==> config.mk <==
export PLATFORM = sky130hd
export DESIGN_NAME = operand_loader
export DESIGN_NICKNAME = d
export VERILOG_FILES = /design/src/rtl/ecc_mul_pkg.sv /design/src/rtl/operand_loader.sv
export SDC_FILE = /design/constraint.sdc
export NUM_CORES = 1
export LEC_CHECK = 0
export CAP_MARGIN = 5
export CORE_ASPECT_RATIO = 0.7
export CORE_MARGIN = 4
export CORE_UTILIZATION = 41
export DETAILED_ROUTE_END_ITERATION = 7
export MAX_ROUTING_LAYER = met4
export PLACE_DENSITY = 0.8
export SKIP_LAST_GASP = 1
export SLEW_MARGIN = 20
export SYNTH_ARGS = -nofsm -noshare
export SYNTH_HDL_FRONTEND = slang
export SYNTH_SLANG_ARGS = --single-unit
==> constraint.sdc <==
create_clock -name clk -period 1.9 [get_ports clk]
set_clock_uncertainty 0.15 [all_clocks]
set_input_delay 0.475 -clock clk [delete_from_list [all_inputs] [get_ports clk]]
set_output_delay 0.475 -clock clk [all_outputs]
set_load 0.02 [all_outputs]
==> src/rtl/ecc_mul_pkg.sv <==
// rtl/ecc_mul_pkg.sv - shared constants and loader FSM encoding for the ECC multiplier
package ecc_mul_pkg;

   localparam int ECC_W      = 17;
   localparam int ECC_NWORDS = 14;
   localparam int ECC_OPW    = ECC_W * ECC_NWORDS;

   typedef enum logic [1:0] {
      LOAD_A = 2'd0,
      LOAD_B = 2'd1,
      START  = 2'd2,
      WAIT   = 2'd3
   } loader_state_t;

endpackage

==> src/rtl/operand_loader.sv <==
// rtl/operand_loader.sv - streams 14+14 operand words into the multiplier shift registers (optional OPERAND_LOADER_PARITY_EN)
module operand_loader
   import ecc_mul_pkg::*;
#(
   parameter int W      = ECC_W,
   parameter int NWORDS = ECC_NWORDS
) (
   input  logic         clk,
   input  logic         rst,
   input  logic         in_valid,
   output logic         in_ready,
   input  logic [W-1:0] in_data,
`ifdef OPERAND_LOADER_PARITY_EN
   input  logic         in_par,
   output logic         par_err,
   output logic         frame_drop,
`endif
   output logic [W-1:0] shift_data,
   output logic         sel_a,
   output logic         sel_b,
   output logic         mul_start,
   input  logic         mul_done,
   output logic         busy
);

   localparam int CW = $clog2(NWORDS);

   loader_state_t state;
   logic [CW-1:0] cnt;
   logic          beat;
   logic          last_word;
   logic          bad_word;

`ifdef OPERAND_LOADER_PARITY_EN
   // frame_err remembers a bad beat anywhere in the current A+B frame;
   // drop_pend delays the drop pulse so it lines up with where mul_start would be
   logic frame_err;
   logic drop_pend;
   assign bad_word = ^{in_data, in_par};
`else
   assign bad_word = 1'b0;
`endif

   assign in_ready  = (state == LOAD_A) || (state == LOAD_B);
   assign busy      = (state == START) || (state == WAIT);
   assign beat      = in_valid && in_ready;
   assign last_word = (cnt == CW'(NWORDS - 1));

   // Loader FSM: word counting, shift-enable generation and multiply handshake
   always_ff @(posedge clk) begin
      if (rst) begin
         state      <= LOAD_A;
         cnt        <= '0;
         shift_data <= '0;
         sel_a      <= 1'b0;
         sel_b      <= 1'b0;
         mul_start  <= 1'b0;
`ifdef OPERAND_LOADER_PARITY_EN
         par_err    <= 1'b0;
         frame_err  <= 1'b0;
         drop_pend  <= 1'b0;
         frame_drop <= 1'b0;
`endif
      end else begin
         sel_a     <= 1'b0;
         sel_b     <= 1'b0;
         mul_start <= 1'b0;
`ifdef OPERAND_LOADER_PARITY_EN
         frame_drop <= drop_pend;
         drop_pend  <= 1'b0;
         if (beat && bad_word) begin
            par_err   <= 1'b1;
            frame_err <= 1'b1;
         end
`endif
         case (state)
            LOAD_A: begin
               if (beat) begin
                  shift_data <= in_data;
                  sel_a      <= 1'b1;
                  if (last_word) begin
                     cnt   <= '0;
                     state <= LOAD_B;
                  end else begin
                     cnt <= cnt + 1'b1;
                  end
               end
            end
            LOAD_B: begin
               if (beat) begin
                  shift_data <= in_data;
                  sel_b      <= 1'b1;
                  if (last_word) begin
                     cnt <= '0;
`ifdef OPERAND_LOADER_PARITY_EN
                     if (frame_err || bad_word) begin
                        // corrupted frame: keep framing, skip the multiply
                        state     <= LOAD_A;
                        drop_pend <= 1'b1;
                        frame_err <= 1'b0;
                     end else begin
                        state <= START;
                     end
`else
                     state <= START;
`endif
                  end else begin
                     cnt <= cnt + 1'b1;
                  end
               end
            end
            START: begin
               mul_start <= 1'b1;
               state     <= WAIT;
            end
            WAIT: begin
               if (mul_done) begin
                  state <= LOAD_A;
               end
            end
            default: begin
               state <= LOAD_A;
            end
         endcase
      end
   end

endmodule

==> Implementation_results.wiki, run 1 <==
{| class="wikitable"
! Metric !! Value
|-
| Outcome || finished with violations
|-
| Violated checks || setup timing
|-
| Worst hold path endpoint || shift_data[3]
|-
| Critical R2R Launch || state[0]
|-
| Number of antenna violations at the first check in global routing || 0
|-
| Fin crit share || 100%
|-
| Placed cell count || 200
|-
| Ant diodes || 0
|-
| Horizontal die dimension || 67.6 um
|-
| Final critical path time including I/O delays and setup || 1910 ps
|-
| Nets in the synthesized netlist || 147
|-
| Half-perimeter wire length of the detailed placement result || 1.93 mm
|-
| Post-cts hold buffer count || 0
|-
| Main area contributors after synthesis || sky130_fd_sc_hd__dfxtp_1 (51%), sky130_fd_sc_hd__nand2_1 (14%), sky130_fd_sc_hd__a21oi_1 (9.8%), sky130_fd_sc_hd__ha_1 (4.9%), sky130_fd_sc_hd__nor2b_1 (1.8%)
|-
| Final std cells w/o fill || 204
|-
| Worst Path Required || 1270 ps
|-
| Pint || 1.01 mW
|-
| Reg-to-reg critical path endpoint || cnt[3]
|-
| Portion of the post-synthesis area used by sequential elements || 51.0%
|-
| Final count of negative-setup-slack endpoints || 1
|-
| IO Port Bufs || 42
|-
| Pin slew with the least headroom to its limit || 421 ps
|-
| Areal power density over the cells || 964 nW/um^2
|-
| Count of max-cap constraint violations || 0
|-
| I/O pins || 43
|-
| Worst slew slack as a fraction of its limit || 71.7%
|-
| First-pass GRT wire length || 4.24 mm
|-
| Highest signal layer in the routed design || met4
|-
| Post-route met1 wirelength || 1.16 mm
|-
| Via count of the first global-routing pass || 951
|-
| Effective utilization at floorplan || 45.1%
|-
| Post-synthesis sequential element count || 26
|-
| Clock sink count || 26
|-
| Series of cell instances along the critical path || inv_4 -> buf_6 -> ha_4 -> nor2_2 -> inv_1 -> buf_6
|-
| Path class of the lowest-slack min-delay path || flop to flop
|-
| Wire length after detailed routing || 2.62 mm
|-
| Critical hold path startpoint || shift_data[3]
|-
| Post-route DRC || 0
|-
| Worst path slowest cell || sky130_fd_sc_hd__dfxtp_4
|-
| Data arrival time of the critical path || 1280 ps
|-
| Area leader, netlist || sky130_fd_sc_hd__dfxtp_1
|-
| Root Driver || sky130_fd_sc_hd__clkbuf_4
|-
| R2r setup slk || 160 ps
|-
| YS warnings || 0
|-
| All-Layer GR Usage || 17.1%
|-
| Worst IR drop on VDD || 0.434 mV
|-
| Via-to-Cell Ratio || 4.75
|-
| Setup slack after layout || -6.27 ps
|-
| Pin count of the biggest net entering global routing || 19
|-
| Routed met2 length || 1.28 mm
|-
| Count of pins over their slew limit || 0
|-
| Iteration count of the initial detailed-routing pass || 4
|-
| CP startpoint || state[0]
|-
| Final Wtd Congestion || 0.775
|-
| Static leakage || 0.752 nW
|-
| Net switching share of the total power || 34.9%
|-
| Wire length on met3 || 143 um
|-
| DRC marker count from the first detailed-route iteration || 42
|-
| Synth top area share || 51.0%
|-
| Average cell area after synthesis || 8.36 um^2
|-
| Number of H-tree branching levels || 1
|-
| Sum Neg Setup Slack || -6.27 ps
|-
| Share of layout cells above drive strength 1 || 16.9%
|-
| Start-to-end type of the worst setup path || flop to primary output
|-
| Combinational power share || 41.9%
|-
| Highest attainable clock frequency || 525 MHz
|-
| Clk slew on worst S/H paths || 120 ps
|-
| Clock tree from TritonCTS || yes
|-
| Post-layout instance area || 1610 um^2
|-
| Buffers plus inverters on the worst setup path || 4
|-
| Slowest Stage Delay on Critical Path || 400 ps
|-
| Via Count || 970
|-
| Endpoints failing hold || 0
|-
| Post-layout net count || 199
|-
| Switching Power || 0.540 mW
|-
| Insertion delay of the later-clocked pin in the worst-skew pair || 310 ps
|-
| R2R depth || 6
|-
| Average wire per standard cell || 12.8 um
|-
| Number of standard cells after synthesis || 122
|-
| Number of buffers added by the clock tree synthesis step || 3
|-
| Relative area change from synthesis to final layout || 57.5%
|-
| Remaining antenna violation count || 0
|-
| Fraction of power consumed by the clock network || 14.1%
|-
| Total power of the final layout || 1.55 mW
|-
| Clock Tree Buf Depth || 2
|-
| Placed cell areas || 1530 um^2
|-
| Distinct cells, synth || 22
|-
| Height of the die || 49.7 um
|-
| Worst setup EP type || primary output
|-
| Cell area after synthesis || 1020 um^2
|-
| Setup repair after global routing missed its margin || true
|-
| Floorplan Core Area || 2260 um^2
|-
| Cell repeated most along the worst path || sky130_fd_sc_hd__buf_6
|-
| Maximum fanout count along the critical path || 4
|-
| Hold Crit Depth || 2
|-
| Remaining Overflow, GRT || 0
|-
| Critical path startpoint category || flop
|-
| Kind of cell adding the most delay to the critical path || flip-flops
|-
| Die area || 3360 um^2
|-
| Fraction of power consumed by sequential logic || 44.0%
|-
| Std-Cell Rows || 14
|}
==> cell families after synthesis <==
family	share of synthesized area, %
buf+inv	3.68
compound gates	15.3
simple gates	24.2
xor+xnor	0.859
flops	51.0
fa+ha+maj	4.91
==> cells in the final DEF (no fill, tap or decap), drive strengths merged, types with 2 or more instances in the layout <==
cell	instances
nor2	4
dlymetal6s2s	5
and3b	2
o21ai	4
buf	13
dlygate4sd2	15
ha	4
nand2	38
clkdlybuf4s50	20
o21a	2
inv	3
a21oi	20
nor3	3
clkbuf	3
dfxtp	26
nor2b	3
==> routing by layer <==
layer / GRT usage (%) / vias to the layer above
met4: 6.73 / 0
met3: 4.32 / 2
met5: - / -
li1: - / 506
met2: 28.6 / 28
met1: 19.3 / 434
==> cell usage after synthesis <==
master                     instances
sky130_fd_sc_hd__dfxtp_1          26
sky130_fd_sc_hd__a21oi_1          20
sky130_fd_sc_hd__nor4_2            1
sky130_fd_sc_hd__o41ai_1           1
sky130_fd_sc_hd__clkbuf_1          3
sky130_fd_sc_hd__nand2_1          38
sky130_fd_sc_hd__xnor2_1           1
sky130_fd_sc_hd__nand4b_1          1
sky130_fd_sc_hd__or4b_1            1
sky130_fd_sc_hd__inv_1             3
sky130_fd_sc_hd__or2_2             1
sky130_fd_sc_hd__o21a_1            2
sky130_fd_sc_hd__nor3_1            3
sky130_fd_sc_hd__buf_2             3
sky130_fd_sc_hd__o21ai_2           1
sky130_fd_sc_hd__a211o_1           1
sky130_fd_sc_hd__o21ai_0           2
sky130_fd_sc_hd__ha_1              4
sky130_fd_sc_hd__nor2b_1           3
sky130_fd_sc_hd__o21ai_1           1
sky130_fd_sc_hd__and3b_1           2
sky130_fd_sc_hd__nor2_1            4
==> power by group through the flow <==
stage / clock network, mW / logic, mW / registers (mW)
3_3_place_gp: 0 / 0.609 / 0.677
4_1_cts: 0.227 / 0.633 / 0.674
5_1_grt: 0.254 / 0.716 / 0.695
6_report: 0.218 / 0.649 / 0.682
3_5_place_dp: 0 / 0.624 / 0.683
2_1_floorplan: 0 / 0.264 / 0.743
==> metrics by stage <==
step	hold slack, ps	worst slack [ps]	util [%]
global placement	292	-139	67.7
finish	308	-6.27	71.1
CTS	314	-16.1	69.5
detailed placement	298	-191	67.7
floorplan	326	322	-
global route	328	-79.7	71.1
==> worst max-delay path by stage <==
stage,endpoint,cells past startpoint
after floorplan,cnt[3],5
after global placement,busy,4
after detailed placement,busy,4
after CTS,in_ready,6
after global routing,in_ready,6
final,in_ready,6
==> final cells by class <==
| cell class | count | area, um^2 |
|---|---|---|
| tap | 32 | 40.0 |
| multi-input combinational | 87 | 502 |
| sequential | 26 | 526 |
| clock buffer | 3 | 22.5 |
| fill | 171 | 653 |
| inverter | 3 | 13.8 |
| timing repair buffer | 53 | 503 |
==> worst register-to-register path, stage by stage (launching register included) <==
cell and delay, ps:
sky130_fd_sc_hd__dfxtp_4 400, sky130_fd_sc_hd__buf_4 110, sky130_fd_sc_hd__ha_2 190, sky130_fd_sc_hd__buf_4 140, sky130_fd_sc_hd__o21ai_2 60, sky130_fd_sc_hd__or4b_1 500, sky130_fd_sc_hd__a21oi_1 130
==> sequential cells by signal, indices dropped and copies added, names as in the netlist <==
register,count
sel_b,1
cnt,4
shift_data,17
state,2
sel_a,1
mul_start,1
==> repair_timing <==
| action | 4_1_cts | 5_1_grt |
|---|---|---|
| endpoints found under the hold margin | 0 | 0 |
| buffers inserted | 0 | 1 |
| endpoints found under the setup margin | 17 | 9 |
| pin swaps | 2 | 1 |
| resized for setup | 38 | 10 |
No activity file was read; power rests on OpenSTA's default activity.
==> inputs of run 2 (changes only) <==
--- a/config.mk
+++ b/config.mk
@@ -5,13 +5,13 @@
 export SDC_FILE = /design/constraint.sdc
 export NUM_CORES = 1
 export LEC_CHECK = 0
-export CAP_MARGIN = 5
-export CORE_ASPECT_RATIO = 0.7
+export CAP_MARGIN = 0
+export CORE_ASPECT_RATIO = 0.8
 export CORE_MARGIN = 4
 export CORE_UTILIZATION = 41
 export DETAILED_ROUTE_END_ITERATION = 7
 export MAX_ROUTING_LAYER = met4
-export PLACE_DENSITY = 0.8
+export PLACE_DENSITY = 0.79
 export SKIP_LAST_GASP = 1
 export SLEW_MARGIN = 20
 export SYNTH_ARGS = -nofsm -noshare
==> run 2 against run 1 <==
Cell area grew 0.86%. Fmax grew 1.3%. Clock power grew 23%. Critical path type unchanged. Die area shrank 0.23%. Combinational power shrank 0.6%. Sequential power is essentially flat. Count of clock-buffer cells in the layout grew 1. The flow now finishes without violations. First-iteration DRC count shrank 36%. Worst setup slack gained 24 ps. Register-to-register slack lost 40 ps.
==> Implementation_results.wiki, run 2 (synthesized netlist as in run 1, its figures left out) <==
{| class="wikitable"
! Metric !! Value
|-
| Final Wtd Congestion || 0.774
|-
| Data arrival time of the critical path || 1260 ps
|-
| Via count of the first global-routing pass || 930
|-
| Static leakage || 0.775 nW
|-
| Ant diodes || 0
|-
| Commonest cells after routing, fill and taps aside || sky130_fd_sc_hd__nand2_1 (38), sky130_fd_sc_hd__dfxtp_1 (24), sky130_fd_sc_hd__a21oi_1 (20), sky130_fd_sc_hd__clkdlybuf4s50_1 (20), sky130_fd_sc_hd__dlygate4sd2_1 (14)
|-
| Height of the die || 52.6 um
|-
| Endpoints failing hold || 0
|-
| Worst slew slack as a fraction of its limit || 67.9%
|-
| Root Driver || sky130_fd_sc_hd__clkbuf_4
|-
| CP startpoint || state[0]
|-
| Register ranked first by flip-flop count || shift_data
|-
| Via-to-Cell Ratio || 5.01
|-
| Insertion delay of the later-clocked pin in the worst-skew pair || 320 ps
|-
| Die area || 3350 um^2
|-
| Sum Neg Setup Slack || 0 ps
|-
| IO Port Bufs || 42
|-
| Clock Tree Buf Depth || 2
|-
| Floorplan Core Area || 2250 um^2
|-
| Layer with the highest usage after global routing || met2
|-
| Remaining Overflow, GRT || 0
|-
| Wire length after detailed routing || 2.58 mm
|-
| First-pass GRT wire length || 4.07 mm
|-
| Relative area change from synthesis to final layout || 58.9%
|-
| Met3 Resource Use GR || 4.29%
|-
| Worst Path Required || 1270 ps
|-
| Via Count || 991
|-
| Maximum fanout count along the critical path || 4
|-
| Count of pins over their slew limit || 0
|-
| Pin count of the biggest net entering global routing || 19
|-
| Fin crit share || 99.1%
|-
| Number of H-tree branching levels || 1
|-
| Fill cells || 180
|-
| Post-layout net count || 199
|-
| Iteration count of the initial detailed-routing pass || 4
|-
| Worst hold slack || 308 ps
|-
| Number of antenna violations at the first check in global routing || 0
|-
| Post-cts hold buffer count || 0
|-
| Std-Cell Rows || 15
|-
| Clock tree from TritonCTS || yes
|-
| Fraction of power consumed by the clock network || 16.8%
|-
| Number of flip-flops under the largest register name || 17
|-
| Fraction of power consumed by sequential logic || 42.7%
|-
| Global routing met1 resource utilization || 16.9%
|-
| Critical R2R Launch || state[0]
|-
| Remaining antenna violation count || 0
|-
| Average wire per standard cell || 13.0 um
|-
| Number of buffers added by the clock tree synthesis step || 3
|-
| Half-perimeter wire length of the detailed placement result || 1.92 mm
|-
| Critical hold path startpoint || shift_data[6]
|-
| Pin slew with the least headroom to its limit || 478 ps
|-
| I/O pins || 43
|-
| Net switching share of the total power || 34.4%
|-
| Most common cell after layout, fill and taps aside || sky130_fd_sc_hd__nand2_1
|-
| Switching Power || 0.548 mW
|-
| Worst setup EP type || primary output
|-
| Clk slew on worst S/H paths || 120 ps
|-
| Outcome || finished, final reports clean
|-
| Setup repair after global routing missed its margin || true
|-
| Worst IR drop on VDD || 0.593 mV
|-
| Combinational power share || 40.5%
|-
| Met2 GRT Util || 29.5%
|-
| Clock sink count || 26
|-
| Post-route DRC || 0
|-
| Final critical path time including I/O delays and setup || 1880 ps
|-
| Largest registers || shift_data: 17 flops, cnt: 4 flops, state: 2 flops
|-
| Areal power density over the cells || 984 nW/um^2
|-
| Count of max-cap constraint violations || 0
|-
| Critical path startpoint category || flop
|-
| Highest attainable clock frequency || 531 MHz
|-
| Path class of the lowest-slack min-delay path || flop to flop
|-
| FF+latch area || 528 um^2
|-
| Effective utilization at floorplan || 45.3%
|-
| Post-Route Utilization || 71.9%
|-
| Share of layout cells above drive strength 1 || 15.6%
|-
| All-Layer GR Usage || 15.9%
|-
| Start-to-end type of the worst setup path || flop to primary output
|-
| Footprint of the multi-input gates || 504 um^2
|-
| Horizontal die dimension || 63.8 um
|-
| DRC marker count from the first detailed-route iteration || 27
|-
| Final count of negative-setup-slack endpoints || 0
|-
| Pint || 1.05 mW
|}
[run 2: metrics by stage]
| step | instances | cell area [um^2] | total power [mW] | setup slack [ps] |
|---|---|---|---|---|
| after floorplan | 122 | 1020 | 1.01 | 322 |
| after global placement | 194 | 1530 | 1.29 | -129 |
| after detailed placement | 194 | 1530 | 1.31 | -155 |
| after CTS | 198 | 1580 | 1.58 | -0.551 |
| after global routing | 198 | 1620 | 1.69 | -60.4 |
| final | 198 | 1620 | 1.59 | 18.0 |
[run 2: final cells by class]
cell class	instances	area share, %
Timing Repair Buffer	53	31.3
Clock buffer	4	2.24
Multi-Input combinational cell	87	31.1
Tap cell	25	1.93
Sequential cell	26	32.6
Inverter	3	0.849
[run 2: path summary, 6_finish.rpt]
check | endpoint | slack (ps) | depth (start not counted)
max reg2reg | state[1] | 120 | 7
min | shift_data[6] | 310 | 2
min reg2reg | shift_data[6] | 310 | 2
max | in_ready | 20 | 5
[run 2: per-layer routing]
metal  wire length [um]  share of wire [%]  up-vias
li1                   -                  -      507
met1               1070                 42      446
met2               1320                 51       36
met3                161                6.3        2
met4                 17               0.66        0
met5                  0                  0        -
[run 2: critical path, stage by stage (launching register included)]
cell and delay, ps:
sky130_fd_sc_hd__dfxtp_4 380, sky130_fd_sc_hd__buf_4 140, sky130_fd_sc_hd__ha_4 150, sky130_fd_sc_hd__nor2_1 90, sky130_fd_sc_hd__inv_1 50, sky130_fd_sc_hd__buf_6 120
[run 2: power by group through the flow]
stage | clock network (mW) | logic (mW) | registers [mW]
after floorplan | 0 | 0.264 | 0.743
after global placement | 0 | 0.608 | 0.678
after detailed placement | 0 | 0.624 | 0.684
after CTS | 0.276 | 0.629 | 0.674
after global routing | 0.299 | 0.705 | 0.690
final | 0.268 | 0.645 | 0.681
[run 2: what timing repair did]
| item | CTS | global route |
|---|---|---|
| pin swaps | 1 | 1 |
| gates resized for setup | 35 | 12 |
| endpoints found under the setup margin | 16 | 8 |
| buffers inserted | 0 | 0 |
==> inputs of run 3 (changes only) <==
--- a/config.mk
+++ b/config.mk
@@ -12,6 +12,7 @@
 export DETAILED_ROUTE_END_ITERATION = 7
 export MAX_ROUTING_LAYER = met4
 export PLACE_DENSITY = 0.79
+export RECOVER_POWER = 100
 export SKIP_LAST_GASP = 1
 export SLEW_MARGIN = 20
 export SYNTH_ARGS = -nofsm -noshare
==> run 3 against run 2 <==
Clock power about the same. Routed wire length up 1.0%. Critical endpoint unchanged. Core utilization down 2.3 points. Register-to-register slack about the same.
==> Implementation_results.wiki, run 3 (synthesized netlist as in run 1, its figures left out) <==
{| class="wikitable"
! Metric !! Value
|-
| Wire length after detailed routing || 2.60 mm
|-
| Via count of the first global-routing pass || 930
|-
| All-Layer GR Usage || 15.9%
|-
| Outcome || finished, final reports clean
|-
| Share of layout cells above drive strength 1 || 15.6%
|-
| Count of pins over their slew limit || 0
|-
| Data arrival time of the critical path || 1260 ps
|-
| Combinational power share || 40.0%
|-
| Clock Tree Buf Depth || 2
|-
| Via Count || 991
|-
| Relative area change from synthesis to final layout || 53.7%
|-
| Setup slack after layout || 16.1 ps
|-
| Floorplan Core Area || 2250 um^2
|-
| Largest registers || shift_data: 17 flops, cnt: 4 flops, state: 2 flops
|-
| Worst path slowest cell || sky130_fd_sc_hd__dfxtp_4
|-
| Start-to-end type of the worst setup path || flop to primary output
|-
| Remaining antenna violation count || 0
|-
| Count of max-cap constraint violations || 0
|-
| Static leakage || 0.662 nW
|-
| Slowest Stage Delay on Critical Path || 380 ps
|-
| R2R depth || 7
|-
| Path class of the lowest-slack min-delay path || flop to flop
|-
| Number of buffers added by the clock tree synthesis step || 3
|-
| Average wire per standard cell || 13.1 um
|-
| Commonest cells after routing, fill and taps aside || sky130_fd_sc_hd__nand2_1 (38), sky130_fd_sc_hd__dfxtp_1 (24), sky130_fd_sc_hd__a21oi_1 (20), sky130_fd_sc_hd__clkdlybuf4s50_1 (19), sky130_fd_sc_hd__dlygate4sd2_1 (14)
|-
| Number of flip-flops under the largest register name || 17
|-
| Hold Crit Depth || 2
|-
| Sum Neg Setup Slack || 0 ps
|-
| Critical path startpoint category || flop
|-
| Switching Power || 0.550 mW
|-
| Clk slew on worst S/H paths || 120 ps
|-
| Highest attainable clock frequency || 531 MHz
|-
| Reg-to-reg critical path endpoint || state[1]
|-
| Post-route DRC || 0
|-
| Most common cell after layout, fill and taps aside || sky130_fd_sc_hd__nand2_1
|-
| Fin crit share || 99.2%
|-
| Pin slew with the least headroom to its limit || 488 ps
|-
| Fraction of power consumed by the clock network || 16.9%
|-
| DP Worst Slack || -155 ps
|-
| Post-Route Utilization || 69.6%
|-
| Half-perimeter wire length of the detailed placement result || 1.92 mm
|-
| Pint || 1.03 mW
|-
| Register ranked first by flip-flop count || shift_data
|-
| Areal power density over the cells || 1010 nW/um^2
|-
| Buffers plus inverters on the worst setup path || 3
|-
| Pin count of the biggest net entering global routing || 19
|-
| R2r setup slk || 110 ps
|-
| Std-Cell Rows || 15
|-
| Net switching share of the total power || 34.8%
|-
| Kind of cell adding the most delay to the critical path || flip-flops
|-
| Number of antenna violations at the first check in global routing || 0
|-
| Remaining Overflow, GRT || 0
|-
| Iteration count of the initial detailed-routing pass || 5
|-
| Die area || 3350 um^2
|-
| Worst hold slack || 307 ps
|-
| Insertion delay of the later-clocked pin in the worst-skew pair || 320 ps
|-
| Post-layout net count || 199
|-
| Final critical path time including I/O delays and setup || 1880 ps
|-
| Worst Path Required || 1270 ps
|-
| DRC marker count from the first detailed-route iteration || 31
|-
| Setup repair after global routing missed its margin || true
|-
| Total power of the final layout || 1.58 mW
|-
| Height of the die || 52.6 um
|-
| Via-to-Cell Ratio || 5.01
|-
| Worst slew slack as a fraction of its limit || 67.2%
|-
| Worst hold path endpoint || shift_data[6]
|-
| Buffers inserted by post-CTS timing repair || 0
|-
| Worst setup EP type || primary output
|-
| Final count of negative-setup-slack endpoints || 0
|-
| Worst IR drop on VDD || 0.591 mV
|-
| Ant diodes || 0
|-
| Critical hold path startpoint || shift_data[6]
|-
| I/O pins || 43
|-
| Maximum fanout count along the critical path || 4
|-
| Series of cell instances along the critical path || buf_4 -> ha_4 -> nor2_1 -> inv_1 -> buf_6
|-
| Root Driver || sky130_fd_sc_hd__clkbuf_4
|-
| Effective utilization at floorplan || 45.3%
|-
| Clock sink count || 26
|-
| Critical R2R Launch || state[0]
|-
| IO Port Bufs || 42
|-
| Final Wtd Congestion || 0.774
|-
| Clock tree from TritonCTS || yes
|-
| Fraction of power consumed by sequential logic || 43.1%
|-
| First-pass GRT wire length || 4.07 mm
|-
| Horizontal die dimension || 63.8 um
|-
| Number of H-tree branching levels || 1
|-
| Endpoints failing hold || 0
|}
==> run 3: changes by cell type in the layout (fill, tap and decap cells not counted) <==
cell	change
sky130_fd_sc_hd__clkbuf_1	+6
sky130_fd_sc_hd__dlymetal6s2s_1	-6
sky130_fd_sc_hd__dlygate4sd3_1	+1
sky130_fd_sc_hd__clkdlybuf4s50_1	-1
==> run 3: through the flow <==
step / instance area [um^2] / instances
final: 1570 / 198
after global routing: 1570 / 198
after CTS: 1580 / 198
after detailed placement: 1530 / 194
after global placement: 1530 / 194
after floorplan: 1020 / 122
==> run 3: timing repair <==
action,CTS,global route
pin swaps,1,1
resized for setup,35,12
endpoints found under the hold margin,0,0
hold buffers,0,0
endpoints found under the setup margin,16,8
==> run 3: cell type report <==
type	instances	area, um^2
Fill cell	186	684
Sequential cell	26	528
Multi-Input combinational cell	87	504
Timing Repair Buffer	53	454
Clock buffer	4	36.3
Tap cell	25	31.3
Inverter	3	13.8
==> run 3: worst max path at each step <==
| stage | to | slack, ps | depth (start not counted) | from |
|---|---|---|---|---|
| after detailed placement | busy | -160 | 4 | state[0] |
| after floorplan | cnt[3] | 320 | 5 | state[0] |
| after global placement | busy | -130 | 4 | state[0] |
| after global routing | in_ready | -60 | 5 | state[1] |
| after CTS | busy | -0.6 | 4 | state[0] |
| final | in_ready | 20 | 5 | state[0] |
==> run 3: worst register-to-register path: stages, from the launching register on <==
cell and delay, ps:
sky130_fd_sc_hd__dfxtp_4 390, sky130_fd_sc_hd__inv_4 50, sky130_fd_sc_hd__buf_6 110, sky130_fd_sc_hd__ha_4 140, sky130_fd_sc_hd__buf_4 150, sky130_fd_sc_hd__nor3_1 420, sky130_fd_sc_hd__o21ai_0 170, sky130_fd_sc_hd__o41ai_1 100
==> run 3: metal layers <==
layer	track usage [%]	vias up	part of all wire [%]
met5	-	-	0
met2	29.5	35	51
met1	16.9	447	41
li1	-	507	-
met3	4.29	2	6.5
met4	4.30	0	0.65
==> run 3: power by group through the flow <==
| stage | clock (mW) | sequential (mW) | combinational [mW] |
|---|---|---|---|
| 6_report | 0.268 | 0.681 | 0.632 |
| 5_1_grt | 0.299 | 0.691 | 0.691 |
| 4_1_cts | 0.276 | 0.674 | 0.629 |
| 3_5_place_dp | 0 | 0.684 | 0.624 |
| 3_3_place_gp | 0 | 0.678 | 0.608 |
| 2_1_floorplan | 0 | 0.743 | 0.264 |
